## config.mk

```make
export PLATFORM = sky130hd
export DESIGN_NAME = regfile_dump_seq
export DESIGN_NICKNAME = d
export VERILOG_FILES = /design/src/rtl/regfile_dump_seq.sv
export SDC_FILE = /design/constraint.sdc
export NUM_CORES = 1
export LEC_CHECK = 0
export ABC_AREA = 1
export BUFFER_PORTS_ARGS = -buffer_cell sky130_fd_sc_hd__buf_2
export CORE_UTILIZATION = 50
export DETAILED_ROUTE_END_ITERATION = 10
export GPL_ROUTABILITY_DRIVEN = 1
export GPL_TIMING_DRIVEN = 0
export PLACE_DENSITY = 0.78
export SLEW_MARGIN = 20
export SYNTH_ARGS = -nofsm -noshare
export SYNTH_HDL_FRONTEND = slang
export SYNTH_SLANG_ARGS = --single-unit
```

## constraint.sdc

```tcl
create_clock -name clk -period 6 [get_ports clk]
set_input_delay 0.6 -clock clk [delete_from_list [all_inputs] [get_ports clk]]
set_output_delay 0.6 -clock clk [all_outputs]
set_load 0.02 [all_outputs]
```

## src/rtl/regfile_dump_seq.sv

```systemverilog
// ---------------------------------------------------------------------------
// regfile_dump_seq
//
// Sequential read-out engine for the MIPS register file. A start pulse makes
// the block request a pipeline freeze; once the freeze is granted it drives
// the two asynchronous register-file read ports over the register range
// FIRST_REG..LAST_REG, two registers per read, and streams every register
// value out over a valid/ready interface. The block owns the read-port
// address mux for as long as hold_req is high.
//
// Parameters
//   FIRST_REG  first register index dumped (0..31)
//   LAST_REG   last register index dumped (FIRST_REG..31)
//
// Compile-time option
//   REGDUMP_CHECKSUM_EN  when defined, a checksum beat (XOR of every
//                        register beat) follows the last register beat.
//
// Ports
//   clk        in   system clock, rising edge
//   reset      in   asynchronous active-high reset
//   start      in   one-cycle dump request, only sampled while idle
//   hold_req   out  pipeline freeze request / read-port mux select
//   hold_ack   in   pipeline frozen, no register write in flight
//   rd_addr1/2 out  register-file read addresses
//   rd_data1/2 in   register-file read data (combinational from rd_addr*)
//   out_valid  out  beat valid
//   out_ready  in   sink accepts beat
//   out_index  out  register index of the beat
//   out_data   out  register value or checksum
//   out_last   out  final beat of the dump
//   out_sum    out  beat carries the checksum
//   busy       out  engine not idle
//   done       out  one-cycle pulse when the dump completes
// ---------------------------------------------------------------------------
module regfile_dump_seq #(
  parameter int FIRST_REG = 1,
  parameter int LAST_REG  = 31
) (
  input  logic        clk,
  input  logic        reset,
  input  logic        start,
  output logic        hold_req,
  input  logic        hold_ack,
  output logic [4:0]  rd_addr1,
  output logic [4:0]  rd_addr2,
  input  logic [31:0] rd_data1,
  input  logic [31:0] rd_data2,
  output logic        out_valid,
  input  logic        out_ready,
  output logic [4:0]  out_index,
  output logic [31:0] out_data,
  output logic        out_last,
  output logic        out_sum,
  output logic        busy,
  output logic        done
);

  localparam logic [2:0] ST_IDLE     = 3'd0;
  localparam logic [2:0] ST_REQ      = 3'd1;
  localparam logic [2:0] ST_READ     = 3'd2;
  localparam logic [2:0] ST_SEND_A   = 3'd3;
  localparam logic [2:0] ST_SEND_B   = 3'd4;
  localparam logic [2:0] ST_FIN      = 3'd6;
`ifdef REGDUMP_CHECKSUM_EN
  localparam logic [2:0] ST_SEND_SUM = 3'd5;
  // State entered after the last register beat has been accepted.
  localparam logic [2:0] ST_TAIL     = ST_SEND_SUM;
`else
  localparam logic [2:0] ST_TAIL     = ST_FIN;
`endif

  // Index arithmetic is one bit wider than a register index so that
  // idx+1 / idx+2 past 31 compare correctly against LAST_IDX.
  localparam logic [5:0] FIRST_IDX = 6'(FIRST_REG);
  localparam logic [5:0] LAST_IDX  = 6'(LAST_REG);

  logic [2:0]  state_q, state_d;
  logic [5:0]  idx_q, idx_d;
  logic [31:0] buf_a_q, buf_a_d;
  logic [31:0] buf_b_q, buf_b_d;
  logic [4:0]  rd_addr1_q, rd_addr1_d;
  logic [4:0]  rd_addr2_q, rd_addr2_d;

  logic [5:0]  idx_plus1;
  logic [5:0]  idx_plus2;

  assign idx_plus1 = idx_q + 6'd1;
  assign idx_plus2 = idx_q + 6'd2;

  // -------------------------------------------------------------------------
  // Next-state logic
  // -------------------------------------------------------------------------
  always_comb begin
    state_d    = state_q;
    idx_d      = idx_q;
    buf_a_d    = buf_a_q;
    buf_b_d    = buf_b_q;
    rd_addr1_d = rd_addr1_q;
    rd_addr2_d = rd_addr2_q;

    case (state_q)
      ST_IDLE: begin
        if (start) begin
          idx_d   = FIRST_IDX;
          state_d = ST_REQ;
        end
      end

      ST_REQ: begin
        // Addresses are registered on the way into READ so they are already
        // stable for the whole READ cycle.
        if (hold_ack) begin
          rd_addr1_d = idx_q[4:0];
          rd_addr2_d = idx_plus1[4:0];
          state_d    = ST_READ;
        end
      end

      ST_READ: begin
        // Losing the grant here means a write may be in flight; discard the
        // read and try the same pair again after the next grant.
        if (hold_ack) begin
          buf_a_d = rd_data1;
          buf_b_d = rd_data2;
          state_d = ST_SEND_A;
        end else begin
          state_d = ST_REQ;
        end
      end

      ST_SEND_A: begin
        if (out_ready) begin
          state_d = (idx_plus1 <= LAST_IDX) ? ST_SEND_B : ST_TAIL;
        end
      end

      ST_SEND_B: begin
        if (out_ready) begin
          if (idx_plus2 <= LAST_IDX) begin
            idx_d      = idx_plus2;
            rd_addr1_d = idx_plus2[4:0];
            rd_addr2_d = idx_plus2[4:0] + 5'd1;
            state_d    = ST_READ;
          end else begin
            state_d = ST_TAIL;
          end
        end
      end

`ifdef REGDUMP_CHECKSUM_EN
      ST_SEND_SUM: begin
        if (out_ready) begin
          state_d = ST_FIN;
        end
      end
`endif

      ST_FIN: begin
        state_d = ST_IDLE;
      end

      default: begin
        state_d = ST_IDLE;
      end
    endcase
  end

  always_ff @(posedge clk or posedge reset) begin
    if (reset) begin
      state_q    <= ST_IDLE;
      idx_q      <= FIRST_IDX;
      buf_a_q    <= '0;
      buf_b_q    <= '0;
      rd_addr1_q <= '0;
      rd_addr2_q <= '0;
    end else begin
      state_q    <= state_d;
      idx_q      <= idx_d;
      buf_a_q    <= buf_a_d;
      buf_b_q    <= buf_b_d;
      rd_addr1_q <= rd_addr1_d;
      rd_addr2_q <= rd_addr2_d;
    end
  end

`ifdef REGDUMP_CHECKSUM_EN
  // -------------------------------------------------------------------------
  // Running XOR of every accepted register beat
  // -------------------------------------------------------------------------
  logic [31:0] sum_q, sum_d;
  logic        beat_acc;

  assign beat_acc = out_ready && ((state_q == ST_SEND_A) || (state_q == ST_SEND_B));

  always_comb begin
    sum_d = sum_q;
    if ((state_q == ST_IDLE) && start) begin
      sum_d = '0;
    end else if (beat_acc) begin
      sum_d = sum_q ^ out_data;
    end
  end

  always_ff @(posedge clk or posedge reset) begin
    if (reset) begin
      sum_q <= '0;
    end else begin
      sum_q <= sum_d;
    end
  end
`endif

  // -------------------------------------------------------------------------
  // Outputs: decoded from registered state only, so they cannot change while
  // a beat is stalled (state and buffers hold when out_ready is low).
  // -------------------------------------------------------------------------
  always_comb begin
    out_valid = 1'b0;
    out_index = '0;
    out_data  = '0;
    out_last  = 1'b0;
    out_sum   = 1'b0;

    case (state_q)
      ST_SEND_A: begin
        out_valid = 1'b1;
        out_index = idx_q[4:0];
        out_data  = buf_a_q;
`ifndef REGDUMP_CHECKSUM_EN
        out_last  = (idx_plus1 > LAST_IDX);
`endif
      end

      ST_SEND_B: begin
        out_valid = 1'b1;
        out_index = idx_plus1[4:0];
        out_data  = buf_b_q;
`ifndef REGDUMP_CHECKSUM_EN
        out_last  = (idx_plus2 > LAST_IDX);
`endif
      end

`ifdef REGDUMP_CHECKSUM_EN
      ST_SEND_SUM: begin
        out_valid = 1'b1;
        out_index = '0;
        out_data  = sum_q;
        out_last  = 1'b1;
        out_sum   = 1'b1;
      end
`endif

      default: begin
      end
    endcase
  end

  assign busy     = (state_q != ST_IDLE);
  assign hold_req = (state_q != ST_IDLE);
  assign done     = (state_q == ST_FIN);
  assign rd_addr1 = rd_addr1_q;
  assign rd_addr2 = rd_addr2_q;

endmodule

```

Word level (Yosys, flattened, before mapping)
Index checks and enable logic that the tools add are counted.
Cells by class
  equal/unequal tests: 10
  reductions and logical operators: 9
  add/sub/neg operators: 3
  $lt $le $gt $ge: 4
  multiplexer cells: 24
Operators by type and width (count)
  $pmux W32 S2: 1
  $mux W5: 6
  $pmux W5 S2: 3
  $mux W6: 3
  $mux W3: 5
  $pmux W3 S5: 1
  $gt A6 B5 Y1 const B: 2
  $le A6 B5 Y1 const B: 2
  $pmux W6 S2: 1
  $reduce_and A4 Y1: 3
  $ne A2 B2 Y1 const B: 5
  $add A6 B1 Y6 const B: 1
  $add A6 B2 Y6 const B: 1
  $eq A3 B2 Y1 const B: 2
  $eq A3 B3 Y1 const B: 2
  $add A5 B1 Y5 const B: 1
  $mux W2: 2
  $reduce_bool A2 Y1: 2
  $eq A3 B1 Y1 const B: 1
  $logic_not A3 Y1: 1
  $reduce_bool A3 Y1: 1
  $pmux W1 S2: 1
  $reduce_and A2 Y1: 1
  $reduce_or A2 Y1: 1
  $mux W1: 1
Storage, ports and cells
  word-level logic and storage cells: 56
  flip-flop bits (word level): 83
  input port bits: 69
  output and inout bits: 53

Depth between registers and ports, before layout
Gate-level depths: netlist (run 1).
  depth in word-level cells: 5
  mapped depth: 12
  depth with buffers taken out: 12

Worst setup path after synthesis (run 1)
No wires, ideal clock.
  path kind: reg-to-output
  start: reg state_q[0]
  end: out out_data[13]
  slack: 3.736 ns
  path buffers: 2
  required time: 5.400 ns
  arrival time: 1.664 ns
  cell stages (with the launch flop): 6
  cell sequence: dfrtp_1 > nor3_4 > inv_2 > clkbuf_1 > buf_2 > o21ai_0
Between the ends
  cells in the longest elaborated chain, start to end: 2
  elaborated cells on any way between the ends: 3
  those cells by class: eq/ne: 2; mux: 1
RTL lines
  from (decl): RTL line 78  | logic [2:0] state_q, state_d;
  from (signal assigned): RTL line 178  | state_q <= state_d;
  $eq A3 B3 Y1 / $eq A3 B2 Y1 (equally long branches): RTL line 225  | case (state_q)
  $pmux W32 S2 (*): RTL line 225
  to (decl): RTL line 52  | output logic [31:0] out_data,
Every way passes the cells marked *; elsewhere a longest branch is shown, timed or not.

Worst setup path after layout (run 1)
  start: reg state_q[0]
  end: out out_index[3]
Between the ends
  cells in the longest elaborated chain, start to end: 2
  elaborated cells on any way between the ends: 3
  those cells by class: eq/ne: 2; mux: 1
RTL lines
  $eq A3 B3 Y1 / $eq A3 B2 Y1 (equally long branches): RTL line 225
  $pmux W5 S2 (*): RTL line 225
  to (decl): RTL line 51  | output logic [4:0] out_index,
Marks and branches as above.

==> reports/results.ini, run 1 <==
[sta]
hold_viol=0
fin_hold_ws_ns=0.271
finalSetupViolations=0
tightest_slew_ns=0.555
slew_headroom_pct=63.0
slew_viol_final=0
finalCriticalPeriod_ns=2.87
finalCritPeriodShare_pct=47.8
rsz0062_at_grt=no
max_freq_mhz=349
fin_ws_ns=3.13
tns_ns=0
fin_skew_ns=0.0137

[clock_tree]
insertion_delay_ns=0.36
post_cts_buffers=0
root_buffer=clkbuf_8
cts_tree=yes
cts-buffers-inserted=9
clock-sinks=83
path_clk_slew_ns=0.09
cts_hold_buffers=0
cts_max_path_buffers=2
cts_resized=0
h-tree-depth=3

[global_routing]
grt_max_degree=47
grt_util_all_layers_pct=26.4
grt-ovfl-total=0
antenna_found_initial=0
grt_pass1_wl_um=17200
top_usage_layer=met2
grt_util_met3_pct=4.94
grt_pass1_vias=3704
grt_util_met2_pct=42.9
grt_use_met1_pct=35.4

[logic_synthesis]
syn_area_um2=3980
synth-edff-count=0
synth-main-ff-cell=dfrtp_1
synth-seq-cells=83
syn_area_per_cell_um2=7.77
synthCells=513
yosysSeqAreaShare_pct=52.2
synthArstFlopShare_pct=100
synth.largest_area_cell=dfrtp_1
synth.net_count=587
yosysMostFrequentCell=nand2_1
synth_commonest_cells=214 x nand2_1, 82 x dfrtp_1, 68 x o21ai_0, 57 x inv_1, 11 x buf_2
synth_warnings=0
synth_area_leaders=dfrtp_1 52%, nand2_1 20%, o21ai_0 8.5%
synth_top_area_share_pct=51.5
yosysUniqueCellTypes=27

[setup_path]
cp_slowest_cell=nor3_4
cpMostUsedCell=buf_2
reg2reg_from=state_q[0]$_DFFE_PP0P_
r2r_end=rd_addr1[1]$_DFFE_PP0P_
cp_data_required_time_ns=5.40
rr_worst_depth=4
reg2reg_slack_ns=4.08
critPathKind=flip-flop to output pin
startpoint_type=flip-flop
cp_max_fo=10
crit_chain=nor3_4 > inv_2 > clkbuf_1 > buf_2 > o22ai_1 > buf_2
cp.arrival_ns=2.27
endpoint_kind=output pin
critPathMaxStageDelay_ns=0.49

[routing]
ant_nets=0
vias=3758
dr.pass1.iters=5
drc=0
wl_um=10100
drt_iter0_drc=184
wire_per_inst_um=13.4
post_drt_via_cell_ratio=5.00

[pwr]
p_per_area_nw_per_um2=465
ir_drop_mv=0.222
power.leakage_uw=0.00276

[status]
status=finished clean

[finish]
layout-drive-gt1-share_pct=26.2
regArea_um2=2080
diodes=0
finalCoreUtilization_pct=64.4
multi_input_area_um2=1550
n_fill_cell=707
syn_to_final_growth_pct=24.9
nets=719

[floorplanning]
start_util_pct=51.6
dieArea_um2=8330
core_um2=7730
rows=32
die_w_um=91.3
num_io_pins=122
chipHeight_um=91.3

[min_path]
hp-class=input pin to async pin

[placement]
pre_cts_slack_ns=3.50
dp_hpwl_um=7430
gp_congestion=0.911
portBuffers=120

[job]
drv_cap=0

==> report_power, final <==
group	internal [uW]	leakage, uW	total (uW)	switching (uW)
Sequential	790	0.00104	890	100
Combinational	308	0.00159	955	647
Clock	259	0.000120	467	209
Total	1360	0.00276	2310	956
==> layout make-up <==
| class | instances | share of cell area [%] |
|---|---|---|
| Inverter | 61 | 4.65 |
| Clock buffer | 11 | 3.04 |
| Clock inverter | 5 | 1.66 |
| Sequential cell | 83 | 41.8 |
| Tap cell | 102 | 2.56 |
| Timing Repair Buffer | 121 | 12.6 |
| Multi-Input combinational cell | 343 | 31.1 |
| Buffer | 26 | 2.62 |
==> sequential cells by signal, indices dropped and copies added, names as in the netlist <==
register	cells
rd_addr2	5
buf_a_q	32
state_q	3
rd_addr1	5
buf_b_q	32
idx_q	6
==> per-layer routing <==
layer | vias to the layer above | part of all wire, %
met3 | 11 | 7.5
li1 | 1855 | -
met5 | - | 0
met1 | 1742 | 44
met4 | 0 | 1.4
met2 | 150 | 47
==> stage by stage <==
stage	total power (uW)	area [um2]	std cells
2_1_floorplan	1550	3980	513
3_3_place_gp	1820	4710	735
3_5_place_dp	1860	4740	736
4_1_cts	2330	4980	752
5_1_grt	2500	4980	752
6_report	2310	4980	752
==> cell usage in the layout (no fill, tap or decap), types with 2 or more instances in the layout <==
cell type	netlist	final
clkbuf_8	0	11
o21ai_2	6	6
buf_2	11	131
o21ai_0	68	68
nand2_1	214	214
dfrtp_1	82	82
nor3_1	4	4
buf_4	3	3
o21ai_1	10	10
nand2_2	2	2
nand3_1	9	9
nand4_1	2	2
clkbuf_1	10	10
a21oi_1	4	4
xor2_1	3	3
inv_1	57	56
bufinv_16	0	2
inv_2	4	4
ha_1	5	5
o22ai_1	5	5
nor2_1	6	6
==> critical path: cells and delay by family (launching register included) <==
kind,cells,cell delay (ns)
buffers and inverters,4,0.78
and+or+nand+nor,1,0.49
DFF,1,0.44
AOI/OAI and AO/OA,1,0.20
==> how the worst max path moves through the flow <==
| stage | from | endpoint | slack [ns] | depth (start not counted) |
|---|---|---|---|---|
| floorplan | reset | buf_a_q[0]$_DFFE_PP0P_ | 3.26 | 1 |
| global placement | reset | buf_a_q[24]$_DFFE_PP0P_ | 2.29 | 2 |
| detailed placement | state_q[0]$_DFFE_PP0P_ | out_index[3] | 3.50 | 6 |
| CTS | state_q[0]$_DFFE_PP0P_ | out_index[3] | 3.10 | 6 |
| global route | state_q[0]$_DFFE_PP0P_ | out_index[3] | 2.94 | 6 |
| finish | state_q[0]$_DFFE_PP0P_ | out_index[3] | 3.13 | 6 |
==> logic make-up (layout without fill, tap and decap cells) <==
logic type                 after synthesis  after routing  share of synthesized area, %
AOI/OAI and AO/OA                       93             93                          12.4
xor gates and xnor gates                 3              3                         0.660
adders and majority gates                5              5                          1.57
DFF                                     83             83                          52.2
other                                    1              1                        0.0941
and+or+nand+nor                        241            241                          24.1
buffers and inverters                   87            224                          9.01
No activity file was read; power rests on OpenSTA's default activity.
==> inputs of run 2 (changes only) <==
--- a/config.mk
+++ b/config.mk
@@ -7,11 +7,11 @@
 export LEC_CHECK = 0
 export ABC_AREA = 1
 export BUFFER_PORTS_ARGS = -buffer_cell sky130_fd_sc_hd__buf_2
-export CORE_UTILIZATION = 50
+export CORE_UTILIZATION = 46
 export DETAILED_ROUTE_END_ITERATION = 10
 export GPL_ROUTABILITY_DRIVEN = 1
 export GPL_TIMING_DRIVEN = 0
-export PLACE_DENSITY = 0.78
+export PLACE_DENSITY = 0.76
 export SLEW_MARGIN = 20
 export SYNTH_ARGS = -nofsm -noshare
 export SYNTH_HDL_FRONTEND = slang
==> constraint.sdc (replaced) <==
create_clock -name clk -period 2.4 [get_ports clk]
set_input_delay 0.24 -clock clk [delete_from_list [all_inputs] [get_ports clk]]
set_output_delay 0.24 -clock clk [all_outputs]
set_load 0.02 [all_outputs]
==> reports/results.ini, run 2 (synthesized netlist as in run 1, its figures left out) <==
[routing]
dr.pass1.iters=5  ; unchanged
drt_iter0_drc=191  ; +3.8%
wl_um=10200  ; +1.3%
wire_per_inst_um=13.5  ; +0.64%
post_drt_via_cell_ratio=5.02  ; +0.37%
ant_nets=0  ; unchanged
vias=3797  ; +1.0%
drc=0  ; unchanged

[min_path]
hp-class=input pin to flip-flop

[setup_path]
r2r_end=buf_a_q[0]$_DFFE_PP0P_
cp.arrival_ns=2.00  ; -0.27 ns
crit_family=buffers and inverters
crit_cells=8  ; +2
critical_path.endpoint=out_data[1]
critPathKind=flip-flop to output pin
cp_data_required_time_ns=2.16  ; -3.24 ns
cp_max_fo=11  ; +1
critPathMaxStageDelay_ns=0.35  ; -0.14 ns
critPathLaunch=state_q[2]$_DFFE_PP0P_
endpoint_kind=output pin
cp_slowest_cell=dfrtp_1
critPathBufInv=5  ; +1
rr_worst_depth=6  ; +2
reg2reg_slack_ns=0.51  ; -3.57 ns
startpoint_type=flip-flop
crit_chain=inv_1 > nor3_4 > buf_4 > buf_4 > buf_2 > nand2_1 > o21ai_0 > buf_2
reg2reg_from=state_q[2]$_DFFE_PP0P_

[sta]
tightest_slew_ns=0.514  ; -0.0412 ns
slew_headroom_pct=65.8  ; +2.7 points
slew_viol_final=0  ; unchanged
hold_viol=0  ; unchanged
finalSetupViolations=0  ; unchanged
finalCritPeriodShare_pct=93.1
fin_hold_ws_ns=0.0794  ; -0.192 ns
fin_skew_ns=0.00810  ; -0.00564 ns
tns_ns=0  ; unchanged
finalCriticalPeriod_ns=2.24
max_freq_mhz=447
rsz0062_at_grt=no

[finish]
syn_to_final_growth_pct=25.0  ; about the same
n_fill_cell=768  ; +8.6%
layout_commonest_cell=nand2_1
diodes=0  ; unchanged
finalCoreUtilization_pct=60.0  ; -4.4 points
layout-drive-gt1-share_pct=27.0  ; +0.84 points
final_cell_mix=214 x nand2_1, 131 x buf_2, 82 x dfrtp_1
nets=721  ; +0.28%
reg_top3=buf_a_q (32), buf_b_q (32), idx_q (6)

[floorplanning]
core_um2=8300  ; +7.4%
num_io_pins=122  ; unchanged
chipHeight_um=95.1  ; +4.2%
die_w_um=95.1  ; +4.2%
dieArea_um2=9040  ; +8.5%
start_util_pct=48.0  ; -3.6 points
rows=33  ; +3.1%

[global_routing]
grt-ovfl-total=0  ; unchanged
grt_max_degree=44  ; -6.4%
antenna_found_initial=0  ; unchanged
grt_pass1_wl_um=16400  ; -4.5%
grt_util_met3_pct=4.78  ; -0.16 points
top_usage_layer=met2
grt_util_all_layers_pct=23.9  ; -2.5 points
grt_util_met2_pct=38.6  ; -4.4 points
grt_pass1_vias=3523  ; -4.9%
grt_use_met1_pct=32.0  ; -3.4 points

[pwr]
power.leakage_uw=0.00277  ; +0.38%
p_per_area_nw_per_um2=1140  ; +150%
ir_drop_mv=0.477  ; +110%

[placement]
gp_congestion=0.906  ; -0.60%
portBuffers=120  ; unchanged
dp_hpwl_um=7430  ; about the same

[clock_tree]
root_buffer=clkbuf_8
cts_max_path_buffers=2  ; unchanged
cts-buffers-inserted=9  ; unchanged
clock-sinks=83  ; unchanged
path_clk_slew_ns=0.09  ; about the same
insertion_delay_ns=0.35  ; about the same
cts_tree=yes
h-tree-depth=3  ; unchanged

[status]
status=finished clean

[job]
drv_cap=0  ; unchanged

## run 2: cell count changes in the layout (fill, tap and decap cells not counted), sizes merged
cell         before  now
clkinvlp          0    1
dlygate4sd3       0    1
buf             137  140
bufinv            2    1
clkbuf           21   19
## run 2: layout make-up
cell class	count	area (um2)	share of cell area [%]
Buffer	24	126	2.54
Tap cell	105	131	2.64
Clock inverter	5	60.1	1.21
Timing Repair Buffer	125	653	13.1
Clock buffer	11	151	3.04
Multi-Input combinational cell	343	1550	31.1
Inverter	61	231	4.65
Sequential cell	83	2080	41.7
## run 2: worst min path at each step
| stage | from | end | slack [ns] | cells past startpoint |
|---|---|---|---|---|
| 2_1_floorplan | rd_data1[11] | buf_a_q[11]$_DFFE_PP0P_ | 0.36 | 2 |
| 3_3_place_gp | rd_data1[18] | buf_a_q[18]$_DFFE_PP0P_ | 0.44 | 3 |
| 3_5_place_dp | reset | rd_addr2[2]$_DFFE_PP0P_ | 0.32 | 2 |
| 4_1_cts | rd_data1[26] | buf_a_q[26]$_DFFE_PP0P_ | 0.07 | 3 |
| 5_1_grt | rd_data1[12] | buf_a_q[12]$_DFFE_PP0P_ | 0.08 | 3 |
| 6_report | rd_data1[17] | buf_a_q[17]$_DFFE_PP0P_ | 0.08 | 3 |
## run 2: metrics by stage
step | worst slack [ns] | total power [uW] | cells | cell area [um2]
finish | 0.165 | 5700 | 757 | 4980
floorplan | 0.0249 | 3880 | 513 | 3980
global route | 0.0180 | 6140 | 757 | 4980
global placement | -0.926 | 4550 | 738 | 4720
detailed placement | 0.242 | 4640 | 739 | 4740
CTS | 0.0178 | 5730 | 759 | 4980
## run 2: routing by layer
metal / up-vias / part of all wire (%)
li1: 1849 / -
met1: 1780 / 44
met2: 153 / 47
met3: 15 / 7.6
met4: 0 / 1.4
met5: - / 0
## run 2: where the power goes
part / internal [uW] / switching (uW)
registers: 1970 / 251
logic: 789 / 1620
clock network: 542 / 521
## run 2: tightest hold or removal path: stages
cell,delay [ns]
buf_2,0.08
nand2_1,0.04
nand2_1,0.05
## run 2: what timing repair did
item	4_1_cts	5_1_grt
resized for setup	0	6
setup buffers	3	0
pin swaps	1	0
setup endpoints to repair	21	18
hold buffers	1	0
hold endpoints to repair	39	0
==> inputs of run 3 (changes only) <==
==> constraint.sdc (replaced) <==
create_clock -name clk -period 2.4 [get_ports clk]
set_input_delay 0.12 -clock clk [delete_from_list [all_inputs] [get_ports clk]]
set_output_delay 0.12 -clock clk [all_outputs]
set_load 0.02 [all_outputs]
==> reports/results.ini, run 3 (synthesized netlist as in run 1, its figures left out) <==
[finish]
layout-drive-gt1-share_pct=24.3  ; -2.7 points
nets=786  ; +9.0%
diodes=0  ; unchanged
n_fill_cell=667  ; -13%
final_cell_mix=214 x nand2_1, 131 x buf_2, 82 x dfrtp_1
syn_to_final_growth_pct=40.9
finalCoreUtilization_pct=67.6  ; +7.7 points
layout.cells.non_filler=822  ; +8.6%
layout_commonest_cell=nand2_1
fin_area_um2=5610  ; +13%
reg_top3=buf_a_q (32), buf_b_q (32), idx_q (6)

[clock_tree]
insertion_delay_ns=0.36  ; about the same
cts-buffers-inserted=9  ; unchanged
cts_tree=yes
cts_max_path_buffers=2  ; unchanged
root_buffer=clkbuf_8
h-tree-depth=3  ; unchanged
path_clk_slew_ns=0.09  ; about the same
clock-sinks=83  ; unchanged

[placement]
dp_hpwl_um=7430  ; unchanged
gp_congestion=0.906  ; unchanged
pre_cts_slack_ns=0.362  ; +0.120 ns
portBuffers=120  ; unchanged
dpl_cell_area_um2=4740  ; unchanged
dp_cells=739  ; unchanged

[routing]
drt_iter0_drc=278  ; +46%
wire_per_inst_um=13.8  ; +2.6%
drc=0  ; unchanged
wl_um=11400  ; +11%
dr.pass1.iters=6  ; +1
vias=4122  ; +8.6%
ant_nets=0  ; unchanged
post_drt_via_cell_ratio=5.01  ; about the same

[status]
status=finished clean

[sta]
fin_skew_ns=0.00925  ; +0.00114 ns
rsz0062_at_grt=no
hold_viol=0  ; unchanged
max_freq_mhz=443  ; -1.0%
tightest_slew_ns=0.532  ; +0.0185 ns
slew_headroom_pct=64.5  ; -1.2 points
finalSetupViolations=0  ; unchanged
slew_viol_final=0  ; unchanged
fin_ws_ns=0.141  ; -0.0235 ns
finalCriticalPeriod_ns=2.26  ; +0.0235 ns
finalCritPeriodShare_pct=94.1  ; +0.98 points

[floorplanning]
core_um2=8300  ; unchanged
chipHeight_um=95.1  ; unchanged
start_util_pct=48.0  ; unchanged
rows=33  ; unchanged
dieArea_um2=9040  ; unchanged
die_w_um=95.1  ; unchanged
num_io_pins=122  ; unchanged

[global_routing]
grt_pass1_vias=3893  ; +11%
grt_pass1_wl_um=18100  ; +10%
grt_util_all_layers_pct=26.3  ; +2.4 points
grt_max_degree=44  ; unchanged
grt-ovfl-total=0  ; unchanged
antenna_found_initial=0  ; unchanged

[setup_path]
cp_slowest_cell=clkbuf_1
crit_family=buffers and inverters
cp_data_required_time_ns=2.28  ; +0.12 ns
startpoint_type=flip-flop
critPathMaxStageDelay_ns=0.41  ; +0.06 ns
cp_max_fo=10  ; -1
endpoint_kind=output pin
cp.arrival_ns=2.14  ; +0.14 ns
cpMostUsedCell=buf_2
crit_chain=inv_1 > nor3_4 > inv_2 > clkbuf_1 > buf_2 > o22ai_1 > buf_2
critPathKind=flip-flop to output pin
critPathBufInv=5  ; unchanged

[pwr]
ir_drop_mv=0.544  ; +14%
total_power_uw=5820  ; +2.1%
power.leakage_uw=0.00303  ; +9.4%
p_per_area_nw_per_um2=1040  ; -9.5%

[min_path]
hp-class=input pin to flip-flop

[job]
drv_cap=0  ; unchanged

-- run 3: cell count changes in the layout (fill, tap and decap cells not counted) --
cell	change
dlygate4sd3_1	+63
clkbuf_2	-2
clkbuf_1	+4
-- run 3: power breakdown --
part           switching, uW  total [uW]  leakage, uW  internal, uW
clock                    521        1060     0.000106           542
combinational           1660        2520      0.00188           855
sequential               260        2230      0.00104          1970
-- run 3: layout make-up --
type	count	area (um2)	share of cell area [%]
clock inverter	5	60.1	1.07
inverter	61	231	4.12
timing repair buffer	188	1280	22.9
sequential	83	2080	37.0
tap	105	131	2.34
multi-input combinational	343	1550	27.5
clock buffer	11	151	2.70
buffer	26	131	2.34
-- run 3: path summary, 6_finish.rpt --
path	from	end	slack, ns	cells after the start
worst min-delay path	rd_data1[10]	buf_a_q[10]$_DFFE_PP0P_	0.005	3
worst max-delay path	state_q[2]$_DFFE_PP0P_	out_data[10]	0.14	7
min in group asynchronous	reset	rd_addr1[3]$_DFFE_PP0P_	0.35	3
max in group asynchronous	reset	buf_b_q[26]$_DFFE_PP0P_	1.43	4
worst max register to register	state_q[2]$_DFFE_PP0P_	buf_b_q[18]$_DFFE_PP0P_	0.40	6
worst min register to register	buf_a_q[25]$_DFFE_PP0P_	buf_a_q[25]$_DFFE_PP0P_	0.48	2
-- run 3: layer usage --
metal  global-route usage (%)  share of wire (%)  vias to the layer above
met5                        0                  0                        -
met4                     9.09                1.4                        0
met3                     4.78                7.5                       17
met2                     45.4                 50                      190
met1                     33.1                 41                     1930
li1                         -                  -                     1985
-- run 3: through the flow --
step | TNS, ns | hold WS (ns)
global placement | -65.80 | 0.322
floorplan | 0 | 0.237
global route | 0 | 0.0168
detailed placement | 0 | 0.199
CTS | 0 | 0.000876
finish | 0 | 0.00456
-- run 3: timing repair --
item,4_1_cts,5_1_grt
gates resized for setup,0,2
setup buffers,3,0
hold buffers,64,0
hold endpoints to repair,102,0
setup endpoints to repair,4,8
pin swaps,1,0
-- run 3: worst reg2reg max path: cells and delay by family, from the launching register on --
family	cells	cell delay, ns
AND/OR/NAND/NOR	2	0.40
flip-flops	1	0.40
AO/OA/AOI/OAI	1	0.22
buffers and inverters	3	0.81
